**src/rtl/signal_light_arbiter_if.sv**
```systemverilog
// Bundle of the arbiter's request inputs and LED/grant outputs.
// master: the requester side (decoder, switches); slave: the arbiter.
interface signal_light_arbiter_if;
    logic       power_now;
    logic [3:0] state;
    logic [3:0] answer;
    logic       hazard_req;
    logic       left_led;
    logic       right_led;
    logic [2:0] grant;

    modport master (
        output power_now,
        output state,
        output answer,
        output hazard_req,
        input  left_led,
        input  right_led,
        input  grant
    );

    modport slave (
        input  power_now,
        input  state,
        input  answer,
        input  hazard_req,
        output left_led,
        output right_led,
        output grant
    );
endinterface

```
**src/rtl/signal_light_arbiter.sv**
```systemverilog
// Indicator LED arbiter: one grant FSM picks the owner of the left/right LED pair
// (hazard, turn, reverse) and one shared phase counter generates the blink waveform.
module signal_light_arbiter #(
    parameter int unsigned CLK_HZ        = 100_000_000,
    parameter int unsigned BLINK_HALF_MS = 500,
    parameter int unsigned MIN_BLINKS    = 3
) (
    input  logic                 clk,
    input  logic                 rst,
    signal_light_arbiter_if.slave bus
);

    localparam int unsigned HALF = CLK_HZ / 1000 * BLINK_HALF_MS;
    localparam int unsigned PW   = $clog2(HALF);
    localparam int unsigned BW   = $clog2(MIN_BLINKS + 1);

    localparam logic [PW-1:0] PHASE_LAST = PW'(HALF - 1);
    localparam logic [BW-1:0] BLINK_MIN  = BW'(MIN_BLINKS);

    typedef enum logic [2:0] {
        StIdle   = 3'd0,
        StReady  = 3'd1,
        StLeft   = 3'd2,
        StRight  = 3'd3,
        StHazard = 3'd4,
        StBack   = 3'd5
    } st_e;

    st_e           st_q, st_d;
    logic          phase_q, phase_d;
    logic [PW-1:0] phase_cnt_q, phase_cnt_d;
    logic [BW-1:0] blink_cnt_q, blink_cnt_d;
    logic          left_q, left_d;
    logic          right_q, right_d;

    logic drive;
    logic left_only;
    logic right_only;
    logic back_req;
    logic off_end;
    logic min_done;

    // Forward bit is not an indicator source.
    logic unused_answer;
    assign unused_answer = bus.answer[0];

    assign drive      = !bus.power_now && (bus.state == 4'b0010 || bus.state == 4'b0100);
    assign left_only  = bus.answer[3] && !bus.answer[2];
    assign right_only = bus.answer[2] && !bus.answer[3];
    // Reverse only when no turn is being granted this cycle.
    assign back_req   = bus.answer[1] && !left_only && !right_only;
    // Last cycle of an off half-period: the only point a turn may release.
    assign off_end    = !phase_q && (phase_cnt_q == PHASE_LAST);
    assign min_done   = (blink_cnt_q >= BLINK_MIN);

    // Grant selection: power-off > hazard > turn > back > ready.
    always_comb begin
        st_d = st_q;
        if (bus.power_now) begin
            st_d = StIdle;
        end else if (st_q == StHazard) begin
            if (!bus.hazard_req) begin
                st_d = drive ? StReady : StIdle;
            end
        end else if (bus.hazard_req) begin
            st_d = StHazard;
        end else if (!drive) begin
            st_d = StIdle;
        end else begin
            unique case (st_q)
                StIdle: st_d = StReady;
                StReady, StBack: begin
                    if (left_only) begin
                        st_d = StLeft;
                    end else if (right_only) begin
                        st_d = StRight;
                    end else if (back_req) begin
                        st_d = StBack;
                    end else begin
                        st_d = StReady;
                    end
                end
                StLeft: begin
                    if (right_only) begin
                        st_d = StRight;
                    end else if (!bus.answer[3] && min_done && off_end) begin
                        st_d = StReady;
                    end
                end
                StRight: begin
                    if (left_only) begin
                        st_d = StLeft;
                    end else if (!bus.answer[2] && min_done && off_end) begin
                        st_d = StReady;
                    end
                end
                default: st_d = StIdle;
            endcase
        end
    end

    // Blink generator: restarts with a full on-period on every entry to a blinking owner.
    always_comb begin
        phase_d     = 1'b0;
        phase_cnt_d = '0;
        blink_cnt_d = '0;
        if (st_d inside {StLeft, StRight, StHazard}) begin
            if (st_d != st_q) begin
                phase_d = 1'b1;
            end else if (phase_cnt_q == PHASE_LAST) begin
                phase_d     = !phase_q;
                blink_cnt_d = blink_cnt_q;
                if (phase_q && (blink_cnt_q != BLINK_MIN)) begin
                    blink_cnt_d = blink_cnt_q + BW'(1);
                end
            end else begin
                phase_d     = phase_q;
                phase_cnt_d = phase_cnt_q + PW'(1);
                blink_cnt_d = blink_cnt_q;
            end
        end
    end

    // LED values for the next owner and next phase, so outputs register with the grant.
    always_comb begin
        left_d  = 1'b0;
        right_d = 1'b0;
        unique case (st_d)
            StLeft:   left_d = phase_d;
            StRight:  right_d = phase_d;
            StHazard: begin
                left_d  = phase_d;
                right_d = phase_d;
            end
            StBack: begin
                left_d  = 1'b1;
                right_d = 1'b1;
            end
            default: begin
                left_d  = 1'b0;
                right_d = 1'b0;
            end
        endcase
    end

    // Grant FSM state, blink counters and registered LED outputs.
    always_ff @(posedge clk or negedge rst) begin
        if (!rst) begin
            st_q        <= StIdle;
            phase_q     <= 1'b0;
            phase_cnt_q <= '0;
            blink_cnt_q <= '0;
            left_q      <= 1'b0;
            right_q     <= 1'b0;
        end else begin
            st_q        <= st_d;
            phase_q     <= phase_d;
            phase_cnt_q <= phase_cnt_d;
            blink_cnt_q <= blink_cnt_d;
            left_q      <= left_d;
            right_q     <= right_d;
        end
    end

    assign bus.grant     = st_q;
    assign bus.left_led  = left_q;
    assign bus.right_led = right_q;

endmodule

```
**src/flat_wrapper.sv**
```systemverilog
// flat-port wrapper written by rule: the top's interface ports become plain ports
module signal_light_arbiter_flat 
#(
    parameter int unsigned CLK_HZ        = 100_000_000,
    parameter int unsigned BLINK_HALF_MS = 500,
    parameter int unsigned MIN_BLINKS    = 3
)
  (clk, rst, bus_power_now, bus_state, bus_answer, bus_hazard_req, bus_left_led, bus_right_led, bus_grant);
  signal_light_arbiter_if bus_i ();
  input  logic clk;
  input  logic rst;
  input wire logic [$bits(bus_i.power_now)-1:0] bus_power_now;
  input wire logic [$bits(bus_i.state)-1:0] bus_state;
  input wire logic [$bits(bus_i.answer)-1:0] bus_answer;
  input wire logic [$bits(bus_i.hazard_req)-1:0] bus_hazard_req;
  output wire logic [$bits(bus_i.left_led)-1:0] bus_left_led;
  output wire logic [$bits(bus_i.right_led)-1:0] bus_right_led;
  output wire logic [$bits(bus_i.grant)-1:0] bus_grant;
  assign bus_i.power_now = bus_power_now;
  assign bus_i.state = bus_state;
  assign bus_i.answer = bus_answer;
  assign bus_i.hazard_req = bus_hazard_req;
  assign bus_left_led = bus_i.left_led;
  assign bus_right_led = bus_i.right_led;
  assign bus_grant = bus_i.grant;
  signal_light_arbiter #(.CLK_HZ(CLK_HZ), .BLINK_HALF_MS(BLINK_HALF_MS), .MIN_BLINKS(MIN_BLINKS)) u_core (.clk(clk), .rst(rst), .bus(bus_i));
endmodule
```
**config.mk**
```make
export PLATFORM = sky130hd
export DESIGN_NAME = signal_light_arbiter_flat
export DESIGN_NICKNAME = d
export VERILOG_FILES = /design/src/rtl/signal_light_arbiter_if.sv /design/src/rtl/signal_light_arbiter.sv /design/src/flat_wrapper.sv
export SDC_FILE = /design/constraint.sdc
export NUM_CORES = 1
export LEC_CHECK = 0
export BUFFER_PORTS_ARGS = -buffer_cell sky130_fd_sc_hd__buf_2
export CAP_MARGIN = 20
export CORE_ASPECT_RATIO = 2
export CORE_MARGIN = 3
export CORE_UTILIZATION = 30
export CTS_CLUSTER_DIAMETER = 200
export DETAILED_ROUTE_END_ITERATION = 6
export SETUP_SLACK_MARGIN = 0.2
export SLEW_MARGIN = 15
export SYNTH_ARGS = -nofsm -noshare
export SYNTH_HDL_FRONTEND = slang
export SYNTH_SLANG_ARGS = --single-unit
```
**constraint.sdc**
```tcl
create_clock -name clk -period 2.96 [get_ports clk]
set_input_delay 0.592 -clock clk [delete_from_list [all_inputs] [get_ports clk]]
set_output_delay 0.592 -clock clk [all_outputs]
set_load 0.01 [all_outputs]
```
After elaboration in Yosys (flattened, before gate mapping)
Index checks and enable logic that the tools add are counted.
{ "op_classes": {"n_addsub": 2, "magnitude_cmp": 1, "eq_ne": 16, "muxes": 26, "n_reduce_logical": 24} }
{ "ops": {"columns": ["cell", "n"], "rows": [
  ["2-to-1 mux 26 bit", 3],
  ["2-to-1 mux 3 bit", 12],
  ["adder 26 x 1 -> 26 bit (second input constant)", 1],
  ["equality test 26 bit (second input constant)", 1],
  ["equality test 3 x 2 -> 1 bit (second input constant)", 4],
  ["equality test 3 bit (second input constant)", 4],
  ["case mux 3 bit (4 select lines)", 1],
  ["logical AND 1 bit", 11],
  ["2-to-1 mux 2 bit", 4],
  ["logical NOT 1 bit", 6],
  ["OR reduction 2 bit", 3],
  ["equality test 4 x 2 -> 1 bit (second input constant)", 1],
  ["equality test 4 x 3 -> 1 bit (second input constant)", 1],
  ["2-to-1 mux 1 bit", 4],
  ["case mux 1 bit (2 select lines)", 2],
  ["equality test 3 x 1 -> 1 bit (second input constant)", 1],
  ["logical NOT 3 bit", 1],
  ["!= test 3 x 2 -> 1 bit (second input constant)", 1],
  ["!= test 3 bit", 1],
  ["!= test 3 bit (second input constant)", 1],
  ["nonzero test 3 bit", 1],
  ["adder 2 x 1 -> 2 bit (second input constant)", 1],
  ["greater-or-equal comparator 2 bit (second input constant)", 1],
  ["!= test 2 bit (second input constant)", 1],
  ["2 further kinds", 2]
]} }
{ "totals": {"register_bits": 34, "inputBits": 12, "out_inout_bits": 5, "elab_cells": 75} }

Longest topological paths before layout
{ "logic_depth": {"word_depth": 17, "ltp_mapped": 13, "depth_no_buf": 12} }

Least setup slack after synthesis
No wires, ideal clock.
{ "synth_path": {"path_type": "reg2reg", "start": "register u_core.phase_cnt_q[0]", "end": "register u_core.phase_cnt_q[13]", "setup_ps": 71, "arrival_ps": 2505, "t_required_ps": 2889, "slack_ps": 384, "stages_incl_launch_ff": 14, "path_buffers": 1, "period_less_slack_ps": 2576, "path_cell_list": "dfrtp_1 -> ha_1 -> nand2_1 -> nor2_1 -> nand2_1 -> nor4_1 -> ha_1 -> nand3b_1 -> a21boi_0 -> o32a_1 -> o41ai_2 -> nand3_4 -> buf_6 -> nor2_2"} }
{ "synth_via": {"elab_chain_cells": 13, "word_cells_on_any_way": 22, "classes_between": "1 x add/sub; 5 x eq/ne; 12 x mux; 4 x reduce/logical"} }
{ "synth_rtl": {"columns": ["element", "line", "source"], "rows": [
  ["from (decl)", "signal_light_arbiter.sv:31", "logic [PW-1:0] phase_cnt_q, phase_cnt_d;"],
  ["from (signal assigned)", "signal_light_arbiter.sv:158", "phase_cnt_q <= phase_cnt_d;"],
  ["equality test 26 bit", "signal_light_arbiter.sv:53, signal_light_arbiter.sv:110", null],
  ["logical AND 1 bit", "signal_light_arbiter.sv:53", "assign off_end = !phase_q && (phase_cnt_q == PHASE_LAST);"],
  ["logical AND 1 bit (on tied branches)", "signal_light_arbiter.sv:93, signal_light_arbiter.sv:86", null],
  ["2-to-1 mux 3 bit (on tied branches)", "signal_light_arbiter.sv:93, signal_light_arbiter.sv:86", null],
  ["2-to-1 mux 3 bit (on tied branches)", "signal_light_arbiter.sv:91, signal_light_arbiter.sv:84", null],
  ["case mux 3 bit (4 select lines)", "signal_light_arbiter.sv:70", "unique case (st_q)"],
  ["2-to-1 mux 3 bit", "signal_light_arbiter.sv:67", "end else if (!drive) begin"],
  ["2-to-1 mux 3 bit", "signal_light_arbiter.sv:65", "end else if (bus.hazard_req) begin"],
  ["2-to-1 mux 3 bit", "signal_light_arbiter.sv:61", "end else if (st_q == StHazard) begin"],
  ["2-to-1 mux 3 bit", "signal_light_arbiter.sv:59", "if (bus.power_now) begin"],
  ["equality test 3 x 2 -> 1 bit (tied with other cells)", "signal_light_arbiter.sv:107", "if (st_d inside {StLeft, StRight, StHazard}) begin"],
  ["nonzero test 3 bit / 2-to-1 mux 26 bit (equally long branches)", "signal_light_arbiter.sv:107, signal_light_arbiter.sv:108", null],
  ["2-to-1 mux 26 bit (*)", "signal_light_arbiter.sv:107", null],
  ["named net u_core.phase_cnt_d[13]", "signal_light_arbiter.sv:31", null]
]} }
Mark *: on every way through the listed nets, which the timed path passes. The rest lies on a longest branch.
A chain may end at the register's enable or synchronous reset.

Worst setup path after layout
{ "layout_path": {"start": "register u_core.phase_cnt_q[1]", "end": "register u_core.phase_cnt_q[3]"} }
Same word-level chain as after synthesis.

==> reports/results.ini <==
[global_routing]
antenna_found_initial=0
grt.total_usage=0.125
grt_pass1_wl_um=7510
grt_max_degree=35
grt_pass1_vias=1678
grt_overflow=0

[synth]
ys.flop_type=dfrtp_1
syn_nets=221
synth_area_mm2=0.00202
avgSynthCellArea_um2=9.90
yosys_warnings=0
synth_edf_count=0
async_reset_ff_frac=1.00
yosys-top-cells-count=34 x dfrtp_1, 25 x nor2_1, 15 x xor2_1
yosys.area.top_type=dfrtp_1
synth_top_area_frac=0.421
synth.area.top_cells=dfrtp_1 42%, xor2_1 6.5%, nor2_1 4.6%
syn_inst=204
yosysUniqueCellTypes=54
synth_most_common_cell=dfrtp_1
seq_area_frac_synth=0.421
ys_ff_latch=34

[layout]
nets=256
seqCellArea_um2=851
multiInputGateArea_mm2=0.00119
antennaDiodeCount=0
final_cell_area_mm2=0.00258
area_growth_pct=27.7
drive_gt1_frac=0.321
n_fill_cell=637

[placed_design]
hpwl_um=3270
io_buffers=15
gp_congestion=0.811
dpl-instance-area_mm2=0.00227

[power_and_ir_drop]
ir_drop_v=0.000265
total_power_mw=1.13
p_leak_nw=1.06
powerDensity_mw_per_mm2=438

[cts]
cts_max_level=2
clk_pin_slew_worst_paths_ps=50
postCtsHoldBufs=0
insertion_delay_ps=270
cts_tree=built
cts.sinks=34
clk_path_buf_depth=2
cts_made_buffers=5
root_buffer=clkbuf_16

[route]
dr.pass1.iters=4
wirelength_um=4390
avgViaCountPerCell=4.85
drtAntennaViolNets=0
drc=0
num_vias=1581
drt-initial-drc-count=50
wl_per_cell_um=13.5

[timing]
max_freq_ghz=0.369
grt_setup_unrepaired=true
finalHoldViolations=0
relSlewSlack=0.489
worst_slew_pin_slew_ps=767
finalCritPeriodShare=0.914
setup_violations=0
finClkSkew_ps=3.37
slew_violations=0
min_period_ps=2710

[run_status]
outcome=finished, final reports clean

[floorplanning]
die_y_um=122
dieArea_mm2=0.00781
die_w_um=64.0
start_util=0.315
coreArea_mm2=0.00641
pin_count=17
rows=41

[critical_path]
reg2regPathDepth=13
arrival_ps=2920
end_kind=register
critical_path_class=register to register
cp_data_required_time_ps=3170
startpoint_type=register
critPathMaxFanout=6

[flow_run]
max-cap-violations=0

[hold_path]
hold_class=primary input to asynchronous set/reset pin

-- flip-flops by register name (all words and copies together) (netlist names) --
register and cells:
u_core.phase_q 1, u_core.bus.left_led 1, u_core.bus.grant 3, u_core.blink_cnt_q 2, u_core.phase_cnt_q 26, u_core.bus.right_led 1
-- power breakdown --
group          switching [mW]  internal, mW  leakage (nW)  total [mW]
clock                   0.183         0.393        0.0836       0.576
combinational          0.0467        0.0322         0.503      0.0789
sequential            0.00437         0.469         0.472       0.474
-- per-layer routing --
| metal | share of wire | GRT usage | routed length (µm) |
|---|---|---|---|
| met5 | 0 | 0 | 0 |
| met4 | 0.031 | 0.0690 | 136 |
| met3 | 0.027 | 0.0277 | 118 |
| met2 | 0.59 | 0.248 | 2600 |
| met1 | 0.35 | 0.111 | 1530 |
-- layout make-up --
type | instances | area share
Timing Repair Buffer | 32 | 0.0883
Clock buffer | 5 | 0.0485
Multi-Input combinational cell | 157 | 0.463
Tap cell | 86 | 0.0417
Clock inverter | 3 | 0.0155
Inverter | 9 | 0.0131
Sequential cell | 34 | 0.330
-- critical path, stage by stage (launching register included) --
cell      delay, ps
dfrtp_1         410
ha_4            180
nand2_2          60
nor2_2           50
nand2_2          90
nor4_2           50
ha_2            180
nand3b_1        130
a21boi_2         80
o32a_1          400
o41ai_4         480
nand3_4         220
buf_12          200
nor2_2           90
-- path summary, 6_finish.rpt --
path / slack, ps / to / from
max in group asynchronous: 2080 / u_core.phase_cnt_q[4]$_DFF_PN0_ / rst
min in group clk: 540 / u_core.blink_cnt_q[1]$_DFFE_PN0P_ / u_core.blink_cnt_q[1]$_DFFE_PN0P_
worst max register to register: 250 / u_core.phase_cnt_q[3]$_DFF_PN0_ / u_core.phase_cnt_q[1]$_DFF_PN0_
worst min-delay path: 400 / u_core.phase_cnt_q[14]$_DFF_PN0_ / rst
worst min register to register: 540 / u_core.blink_cnt_q[1]$_DFFE_PN0P_ / u_core.blink_cnt_q[1]$_DFFE_PN0P_
worst max-delay path: 250 / u_core.phase_cnt_q[3]$_DFF_PN0_ / u_core.phase_cnt_q[1]$_DFF_PN0_
-- placed cells by master, fill, tap and decap left out, drive strengths merged, types with 2 or more instances in the layout --
cell type  netlist  routed
and2             2       2
and3             5       5
and4             2       2
buf              3      32
clkbuf           1       5
clkinv           0       2
dfrtp           34      34
ha               5       5
inv              9       9
nand2           14      14
nand2b           3       3
nand3           13      13
nand3b           2       2
nand4            6       6
nor2            35      35
nor2b            2       2
nor3             5       5
nor4             4       4
nor4b            2       2
o21ai            4       4
o31ai            3       3
o41ai            2       2
or3b             2       2
or4b             2       2
xnor2           10      10
xor2            16      16
-- stage by stage --
stage / utilization / instances / hold WS (ps) / setup TNS [ps] / worst slack (ps)
6_report: 0.402 / 326 / 395 / 0 / 253
5_1_grt: 0.402 / 326 / 448 / 0 / 103
4_1_cts: 0.385 / 320 / 421 / 0 / 221
3_5_place_dp: 0.354 / 311 / 522 / -139 / -29.6
3_3_place_gp: 0.354 / 311 / 514 / 0 / 26.5
2_1_floorplan: - / 204 / 296 / 0 / 384
-- cell families (layout without fill, tap and decap cells) --
logic type / count (synthesis) / after routing / share of synthesized area
fa+ha+maj: 5 / 5 / 0.0310
compound gates: 21 / 21 / 0.0948
flops: 34 / 34 / 0.421
mux: 2 / 2 / 0.0105
xor+xnor: 26 / 26 / 0.116
simple gates: 103 / 103 / 0.292
buf+inv: 13 / 49 / 0.0335
-- repair_timing --
action                                 in CTS  in global routing
setup buffers                               1                  6
endpoints found under the hold margin       0                  0
gates resized for setup                     5                 16
pin swaps                                   2                  9
setup endpoints to repair                  28                 31
Power figures use the tool's default switching activity.
